===== src/rtl/eva_axi_rd_arb.sv =====
// eva_axi_rd_arb: round-robin AR arbiter for NUM_M read masters onto one AXI4
// read slave. The master index is prepended to ARID, and R beats are routed back
// by the RID upper bits. Each master has an outstanding-burst limit, and two
// sticky flags record protocol anomalies.
module eva_axi_rd_arb #(
  parameter int NUM_M    = 2,
  parameter int MID_W    = 2,
  parameter int MAX_OUTS = 4
) (
  input  logic                     aclk,
  input  logic                     arest_n,
  input  logic [NUM_M-1:0]         m_arvalid,
  input  logic [NUM_M*MID_W-1:0]   m_arid,
  input  logic [NUM_M*32-1:0]      m_araddr,
  input  logic [NUM_M*6-1:0]       m_arlen,
  output logic [NUM_M-1:0]         m_arready,
  output logic [NUM_M-1:0]         m_rvalid,
  output logic [MID_W-1:0]         m_rid,
  output logic [127:0]             m_rdata,
  output logic                     m_rlast,
  output logic [1:0]               m_rresp,
  input  logic [NUM_M-1:0]         m_rready,
  output logic                     s_arvalid,
  input  logic                     s_arready,
  output logic [MID_W+1:0]         s_arid,
  output logic [31:0]              s_araddr,
  output logic [5:0]               s_arlen,
  output logic [2:0]               s_arsize,
  output logic [1:0]               s_arburst,
  input  logic                     s_rvalid,
  output logic                     s_rready,
  input  logic [MID_W+1:0]         s_rid,
  input  logic [127:0]             s_rdata,
  input  logic                     s_rlast,
  input  logic [1:0]               s_rresp,
  output logic                     err_unexp_id,
  output logic                     err_underflow
);
  localparam int CNT_W = 4;

  typedef enum logic {IDLE, SEND} state_e;

  state_e                        state_q;
  logic [1:0]                    rr_ptr_q;
  logic [NUM_M-1:0][CNT_W-1:0]   outs_q;
  logic                          s_arvalid_q;
  logic [MID_W+1:0]              s_arid_q;
  logic [31:0]                   s_araddr_q;
  logic [5:0]                    s_arlen_q;
  logic                          err_unexp_q, err_uf_q;

  logic [NUM_M-1:0] eligible, inc_v, dec_v;
  logic             grant_vld, ar_fire;
  logic [1:0]       grant_idx;
  logic [MID_W-1:0] win_id;
  logic [31:0]      win_addr;
  logic [5:0]       win_len;
  logic [1:0]       r_idx;
  logic             r_known, r_hs, r_done;

  // Eligibility, then the first eligible master after rr_ptr, with wrap-around.
  always_comb begin
    grant_vld = 1'b0;
    grant_idx = '0;
    for (int i = 0; i < NUM_M; i++)
      eligible[i] = m_arvalid[i] && (outs_q[i] < CNT_W'(MAX_OUTS));
    for (int k = 1; k <= NUM_M; k++)
      for (int i = 0; i < NUM_M; i++)
        if (!grant_vld && eligible[i] && ((int'(rr_ptr_q) + k) % NUM_M == i)) begin
          grant_vld = 1'b1;
          grant_idx = 2'(i);
        end
  end

  // A grant fires only in IDLE and outside reset. m_arready is combinational.
  assign ar_fire = arest_n && (state_q == IDLE) && grant_vld;

  // Winner payload mux and the one-hot accept.
  always_comb begin
    win_id   = '0;
    win_addr = '0;
    win_len  = '0;
    for (int i = 0; i < NUM_M; i++) begin
      m_arready[i] = ar_fire && (grant_idx == 2'(i));
      if (grant_idx == 2'(i)) begin
        win_id   = m_arid[i*MID_W +: MID_W];
        win_addr = m_araddr[i*32 +: 32];
        win_len  = m_arlen[i*6 +: 6];
      end
    end
  end

  // R routing by the RID upper bits. Unknown masters are sunk so the slave never stalls.
  always_comb begin
    r_known  = 1'b0;
    s_rready = 1'b1;
    for (int i = 0; i < NUM_M; i++) begin
      m_rvalid[i] = s_rvalid && (r_idx == 2'(i));
      if (r_idx == 2'(i)) begin
        r_known  = 1'b1;
        s_rready = m_rready[i];
      end
    end
  end

  assign r_idx   = s_rid[MID_W+1:MID_W];
  assign r_hs    = s_rvalid && s_rready;
  assign r_done  = r_hs && s_rlast;
  assign m_rid   = s_rid[MID_W-1:0];
  assign m_rdata = s_rdata;
  assign m_rlast = s_rlast;
  assign m_rresp = s_rresp;

  // Per-master increment (grant) and decrement (burst completion) strobes.
  always_comb begin
    for (int i = 0; i < NUM_M; i++) begin
      inc_v[i] = ar_fire && (grant_idx == 2'(i));
      dec_v[i] = r_done && (r_idx == 2'(i));
    end
  end

  // AR FSM: capture the winner into the one-deep slot, then hold it until the slave accepts.
  always_ff @(posedge aclk or negedge arest_n) begin
    if (!arest_n) begin
      state_q     <= IDLE;
      rr_ptr_q    <= 2'(NUM_M-1);
      s_arvalid_q <= 1'b0;
      s_arid_q    <= '0;
      s_araddr_q  <= '0;
      s_arlen_q   <= '0;
    end else begin
      case (state_q)
        IDLE: if (grant_vld) begin
          s_arvalid_q <= 1'b1;
          s_arid_q    <= {grant_idx, win_id};
          s_araddr_q  <= win_addr;
          s_arlen_q   <= win_len;
          rr_ptr_q    <= grant_idx;
          state_q     <= SEND;
        end
        SEND: if (s_arready) begin
          s_arvalid_q <= 1'b0;
          state_q     <= IDLE;
        end
        default: state_q <= IDLE;
      endcase
    end
  end

  // Outstanding counters. A simultaneous grant and completion cancel out, and a
  // completion with nothing outstanding flags underflow without wrapping.
  always_ff @(posedge aclk or negedge arest_n) begin
    if (!arest_n) begin
      outs_q   <= '0;
      err_uf_q <= 1'b0;
    end else begin
      for (int i = 0; i < NUM_M; i++) begin
        if (inc_v[i] && !dec_v[i])
          outs_q[i] <= outs_q[i] + CNT_W'(1);
        else if (dec_v[i] && !inc_v[i]) begin
          if (outs_q[i] == '0) err_uf_q <= 1'b1;
          else                 outs_q[i] <= outs_q[i] - CNT_W'(1);
        end
      end
    end
  end

  // Sticky flag for R beats addressed to a master index that does not exist.
  always_ff @(posedge aclk or negedge arest_n) begin
    if (!arest_n)                err_unexp_q <= 1'b0;
    else if (r_hs && !r_known)   err_unexp_q <= 1'b1;
  end

  assign s_arvalid     = s_arvalid_q;
  assign s_arid        = s_arid_q;
  assign s_araddr      = s_araddr_q;
  assign s_arlen       = s_arlen_q;
  assign s_arsize      = 3'b100;
  assign s_arburst     = 2'b01;
  assign err_unexp_id  = err_unexp_q;
  assign err_underflow = err_uf_q;

endmodule


===== config.mk =====
export PLATFORM = sky130hd
export DESIGN_NAME = eva_axi_rd_arb
export DESIGN_NICKNAME = d
export VERILOG_FILES = /design/src/rtl/eva_axi_rd_arb.sv
export SDC_FILE = /design/constraint.sdc
export NUM_CORES = 1
export LEC_CHECK = 0
export BUFFER_PORTS_ARGS = -buffer_cell sky130_fd_sc_hd__buf_2
export CAP_MARGIN = 15
export CELL_PAD_IN_SITES_DETAIL_PLACEMENT = 1
export CELL_PAD_IN_SITES_GLOBAL_PLACEMENT = 2
export CORE_MARGIN = 8
export CORE_UTILIZATION = 14
export CTS_CLUSTER_DIAMETER = 100
export CTS_CLUSTER_SIZE = 10
export DETAILED_ROUTE_END_ITERATION = 10
export PLACE_DENSITY = 0.72
export SYNTH_ARGS = -nofsm -noshare
export SYNTH_HDL_FRONTEND = slang
export SYNTH_SLANG_ARGS = --single-unit

===== constraint.sdc =====
create_clock -name aclk -period 2.6 [get_ports aclk]
set_input_delay 0.13 -clock aclk [delete_from_list [all_inputs] [get_ports aclk]]
set_output_delay 0.13 -clock aclk [all_outputs]
set_load 0.02 [all_outputs]

After elaboration in Yosys (flattened, before gate mapping)
Index checks and enable logic that the tools add are counted.
{ "totals": {"register_bits": 55, "in_bits": 223, "output_inout_bits": 188, "wordCells": 108} }
{ "classes": {"addsub": 6, "n_lt_le_gt_ge": 2, "eq_ne": 8, "muxes": 35, "n_bitwise": 3, "reduce_logical": 44} }
{ "op_table": {"columns": ["cell", "n"], "rows": [
  ["32-bit zero test", 2],
  ["32-bit 2-to-1 mux", 2],
  ["1-bit logical AND", 24],
  ["4-bit 2-to-1 mux", 6],
  ["1-bit 2-to-1 mux", 21],
  ["6-bit 2-to-1 mux", 2],
  ["4-bit by 1-bit adder with 4-bit output (second input constant)", 2],
  ["1-bit zero test", 8],
  ["4-bit zero test", 2],
  ["4-bit by 3-bit < comparator with 1-bit output (second input constant)", 2],
  ["2-bit inequality test (second input constant)", 4],
  ["2-bit AND reduction", 4],
  ["4-bit by 1-bit subtractor with 4-bit output (second input constant)", 2],
  ["2-bit by 1-bit == test with 1-bit output (second input constant)", 2],
  ["2-bit == test (second input constant)", 2],
  ["2-bit zero test", 2],
  ["2-bit 2-to-1 mux", 2],
  ["1-bit one-hot mux with 2 select lines", 2],
  ["2-bit nonzero test", 2],
  ["1-bit adder (second input constant)", 2],
  ["1-bit bitwise AND (first input constant)", 2],
  ["1-bit NOT", 1]
]} }

Depth between registers and ports, before layout
{ "logic_depth": {"depth_word": 26, "mapped_depth": 13, "depth_no_buf": 11} }

Worst setup path after synthesis
OpenSTA, ideal clock, no wires.
{ "synth_timing": {"path_type": "flip-flop to flip-flop", "start": "reg outs_q[3] (netlist name)", "end": "reg outs_q[3] (netlist name)", "setup_ns": 0.124, "arrival_time_ns": 2.560, "required_time_ns": 2.476, "slack_ns": -0.084, "stages_incl_launch_ff": 13, "cell_sequence": "dfrtp_1 > or3b_1 > a21oi_2 > buf_2 > nand3_1 > inv_1 > ha_1 > inv_1 > ha_1 > a21oi_1 > and3_1 > o21ai_0 > xnor2_1"} }
{ "synth_via": {"elab_chain_cells": 22, "word_cells_on_any_way": 34, "classes_between": "add/sub (2); order compare (1); eq/ne (1); mux (10); reduce/logical (20)"} }
{ "synth_rtl": {"columns": ["item", "line_no", "text"], "rows": [
  ["start: declaration", "45", "logic [NUM_M-1:0][CNT_W-1:0] outs_q;"],
  ["start signal: indexed assignment", "159", "outs_q[i] <= outs_q[i] + CNT_W'(1);"],
  ["start signal: indexed assignment", "162", "else outs_q[i] <= outs_q[i] - CNT_W'(1);"],
  ["4-bit by 3-bit < comparator with 1-bit output (*)", "66", "eligible[i] = m_arvalid[i] && (outs_q[i] < CNT_W'(MAX_OUTS));"],
  ["1-bit logical AND (*)", "66", null],
  ["1-bit logical AND", "69", "if (!grant_vld && eligible[i] && ((int'(rr_ptr_q) + k) % NUM_M == i)) begin"],
  ["1-bit 2-to-1 mux", "69", null],
  ["1-bit zero test", "69", null],
  ["1-bit logical AND (2 in a row)", "69", null],
  ["1-bit 2-to-1 mux", "69", null],
  ["1-bit zero test", "69", null],
  ["[6 not listed]", null, null],
  ["1-bit 2-to-1 mux", "69", null],
  ["2-bit zero test or 1-bit logical AND (tied branches)", null, null],
  ["1-bit logical AND (*)", null, null],
  ["net m_arready[0]", "16", "output logic [NUM_M-1:0] m_arready,"],
  ["1-bit zero test", "160", "else if (dec_v[i] && !inc_v[i]) begin"],
  ["1-bit logical AND", "160", null],
  ["2-bit nonzero test (no source line)", null, null],
  ["2-bit AND reduction (no source line)", null, null]
]} }
Mark *: on every way through the listed nets, which the timed path passes. The rest lies on a longest branch. The select of a mux whose other input is x is not followed.
A chain may end at the register's enable or synchronous reset.

Worst setup path in the final report
{ "layout_timing": {"start": "reg outs_q[7] (netlist name)", "end": "reg outs_q[7] (netlist name)"} }
{ "layout_via": {"elab_chain_cells": 19, "word_cells_on_any_way": 31, "classes_between": "add/sub (2); order compare (1); eq/ne (2); mux (9); reduce/logical (17)"} }
{ "layout_rtl": {"columns": ["item", "line_no", "text"], "rows": [
  ["4-bit by 3-bit < comparator with 1-bit output", "66", null],
  ["1-bit logical AND", "66", null],
  ["1-bit logical AND (2 in a row)", "69", null],
  ["1-bit 2-to-1 mux", "69", null],
  ["1-bit zero test", "69", null],
  ["1-bit logical AND (2 in a row)", "69", null],
  ["1-bit 2-to-1 mux", "69", null],
  ["1-bit zero test", "69", null],
  ["1-bit logical AND (2 in a row)", "69", null],
  ["1-bit 2-to-1 mux", "69", null],
  ["2-bit by 1-bit == test with 1-bit output or 1-bit logical AND (tied branches)", "117, 76", null],
  ["1-bit logical AND", "117", "inc_v[i] = ar_fire && (grant_idx == 2'(i));"],
  ["1-bit zero test", "160", null],
  ["1-bit logical AND", "160", null],
  ["2-bit nonzero test (no source line)", null, null],
  ["2-bit AND reduction (no source line)", null, null]
]} }
Parallel ways exist; a longest one is shown, timed or not. The select of a mux whose other input is x is not followed.

==> results.md <==
* Critical path startpoint: outs_q[7]$_DFFE_PN0P_
* TritonCTS clock tree: yes
* Hold Fails Final Rpt at 0
* Clock sink total at 54
* ANT cells at 0
* Critical Path Fanout Max at 5
* Dpl cells at 780
* Slew headroom at 0.4138
* Final setup vio count at 0
* Crit path capture type: register
* Max Cap Viol at 0
* Tmin final at 2440 ps
* Final WL at 12240 µm
* Mean post-synth cell area at 8.300 µm²
* Remaining Overflow, GRT at 0
* Synth area leader: dfrtp_1
* Slew Viols, Final at 0
* Stages on worst setup path at 11
* Synth top area cells: dfrtp_1 36%, buf_4 28%, nand2_1 9.0%
* #FFs+latches synth at 54
* Die H at 179.3 µm
* Routability cong. at 0.6923
* Commonest non-fill, non-tap cell in the layout: buf_2
* Mapped cell area at 3735 µm²
* Worst path arrival time at 2660 ps
* Vias in the first global route at 3215
* Reg2Reg Depth at 11
* Die Span X at 179.3 µm
* DRC Markers at 0
* H-tree depth at 2
* Antenna-violating nets left at 0
* Initial DRC Count at 103
* Slowest CP cell: dfrtp_2
* Layout cells sized above 1 at 0.3890
* Fin util at 0.1543
* Vias per cell at 3.680
* Largest net degree at the start of global routing at 83
* Sequential area share after synthesis at 0.3621
* Area of the core at 26130 µm²
* Drt first pass iters at 4
* Final Non-Filler Cells at 790
* Crit-path leading delay family: simple AND/OR/NAND/NOR gates
* Element type at the critical path start: register
* Total GRT Usage at 0.07539
* EDFF count, synth at 0
* Max Root-Sink Buffers at 2
* Most frequent cells in the layout: 140 x buf_2, 89 x nand2_1, 52 x dfrtp_1
* I/O pin count at 411
* Hpwl dp at 9310 µm
* Worst Setup EP: outs_q[7]$_DFFE_PN0P_
* Worst slew pin tran at 879.3 ps
* TritonCTS Buffers at 5
* Layout fillers at 3173
* First-pass GRT wire length at 18210 µm
* Netlist cell types at 35
* P per Cell Area at 1126 nW/µm²
* Reg2Reg Setup Slack at 160 ps
* Tcrit/Tclk final at 0.9386
* Mapped Cells at 450
* RSZ-0062 raised after global routing: no
* Synthesis-to-finish area growth at 7.973%
* Clock transition at path regs at 80 ps
* Status: complete, no violations
* FMAX at 409.8 MHz
* Clock Latency Late Sink at 300 ps
* Top FF cell, synth: dfrtp_1
* Die area at 32160 µm²
* Routed wire length per instance at 15.49 µm
* WP data required at 2820 ps
* Layout Skew at 6.533 ps
* Leak pwr at 1.846 nW
* CP cell instances: or3b_4 -> a21oi_4 -> nand3_1 -> inv_2 -> ha_1 -> inv_2 -> ha_4 -> nand3_1 -> and3_1 -> o21ai_1 -> xnor2_1
* Setup Buffers After CTS at 0
* Clock Tree Root: clkbuf_16
* Worst r2r dst: outs_q[7]$_DFFE_PN0P_
* Critical Path Max Stage Delay at 440 ps
* Vias at 2907
* Crit Path Category: reg2reg
* Yosys warning total at 0
* Reg-to-reg startpoint: outs_q[7]$_DFFE_PN0P_
* WP buf/inv at 2
* Initial antenna violation count at 2
* Layout net count at 687
* Share of the synthesized area in the top cell type at 0.3551
* Share of flip-flops with an asynchronous set or reset at 1.000
* Maximum vdd drop at 262.6 µV
* I/O Buffers at 140
* Worst hold path type: in2reg
* Rows at 59
* Pwr Total at 4.540 mW
* Initial core utilization at 0.1429
-- final cells by class --
| class | instances | area, µm² | area share |
|---|---|---|---|
| Clock inverter | 3 | 26.28 | 0.006516 |
| Clock buffer | 5 | 125.1 | 0.03103 |
| Sequential cell | 54 | 1354 | 0.3357 |
| Multi-Input combinational cell | 237 | 1305 | 0.3236 |
| Inverter | 6 | 22.52 | 0.005585 |
| Timing Repair Buffer | 150 | 780.7 | 0.1936 |
| Tap cell | 335 | 419.2 | 0.1039 |
-- cells by family (layout without fill, tap and decap cells) --
family | count (synthesis) | in the layout | synth area share
buffers and inverters | 163 | 164 | 0.3116
AND/OR/NAND/NOR | 157 | 157 | 0.1742
AO/OA/AOI/OAI | 58 | 58 | 0.09715
flip-flops | 54 | 54 | 0.3621
adder cells (fa/ha/maj) | 10 | 10 | 0.03752
XOR/XNOR | 4 | 4 | 0.009379
other | 2 | 6 | 0.002011
multiplexers | 2 | 2 | 0.006030
-- power by group --
part / switching (mW) / leakage [nW] / internal [mW]
clock network: 0.361 / 0.0740 / 0.364
registers: 0.262 / 0.609 / 1.26
logic: 1.44 / 1.16 / 0.852
-- layer usage --
metal  up-vias  GRT usage  part of all wire
met5         -          0            0.0022
met4         4    0.04304             0.040
met3        41    0.03311              0.10
met2       176     0.1190              0.44
met1      1368    0.08412              0.41
li1       1318          -                 -
-- timing repair --
item,4_1_cts,5_1_grt
gates resized for setup,0,12
hold buffers,2,0
setup endpoints to repair,0,2
hold endpoints to repair,7,0
-- state kept, by name, summed over array words and instances (netlist names) --
name / flops
s_arid: 3
s_arlen: 6
outs_q: 8
state_q: 1
rr_ptr_q: 1
err_unexp_id: 1
err_underflow: 1
s_araddr: 32
s_arvalid: 1
-- per-stage QoR --
step | setup TNS (ps) | instance area (µm²) | worst slack [ps] | hold WS [ps]
global placement | 0 | 3800 | 84.93 | 54.33
floorplan | -26.25 | 3750 | -26.25 | -165.6
detailed placement | 0 | 3800 | 28.47 | 51.19
global route | 0 | 4033 | 2.662 | 55.08
finish | 0 | 4033 | 159.7 | 57.86
CTS | 0 | 3971 | 6.531 | 44.41
-- how the worst min path moves through the flow --
stage | start | end | cells past startpoint
finish | s_rvalid | err_unexp_id$_DFFE_PN0P_ | 2
global route | m_araddr[61] | s_araddr[29]$_DFFE_PN0P_ | 3
CTS | s_rvalid | err_unexp_id$_DFFE_PN0P_ | 2
detailed placement | arest_n | outs_q[3]$_DFFE_PN0P_ | 1
global placement | arest_n | outs_q[3]$_DFFE_PN0P_ | 1
floorplan | arest_n | err_underflow$_DFF_PN0_ | 0
-- cell usage after synthesis (all sizes together), types with 2 or more instances --
| library cell | instances |
|---|---|
| a31oi | 40 |
| a21o | 2 |
| dfrtp | 53 |
| and3 | 2 |
| nor3b | 2 |
| nor2 | 45 |
| inv | 6 |
| conb | 2 |
| clkbuf | 6 |
| or3b | 2 |
| a21oi | 9 |
| nand2 | 90 |
| mux2 | 2 |
| and2 | 2 |
| o21ai | 4 |
| xnor2 | 4 |
| ha | 8 |
| nor3 | 2 |
| buf | 151 |
| fa | 2 |
| nand3 | 6 |
Power figures use the tool's default switching activity.
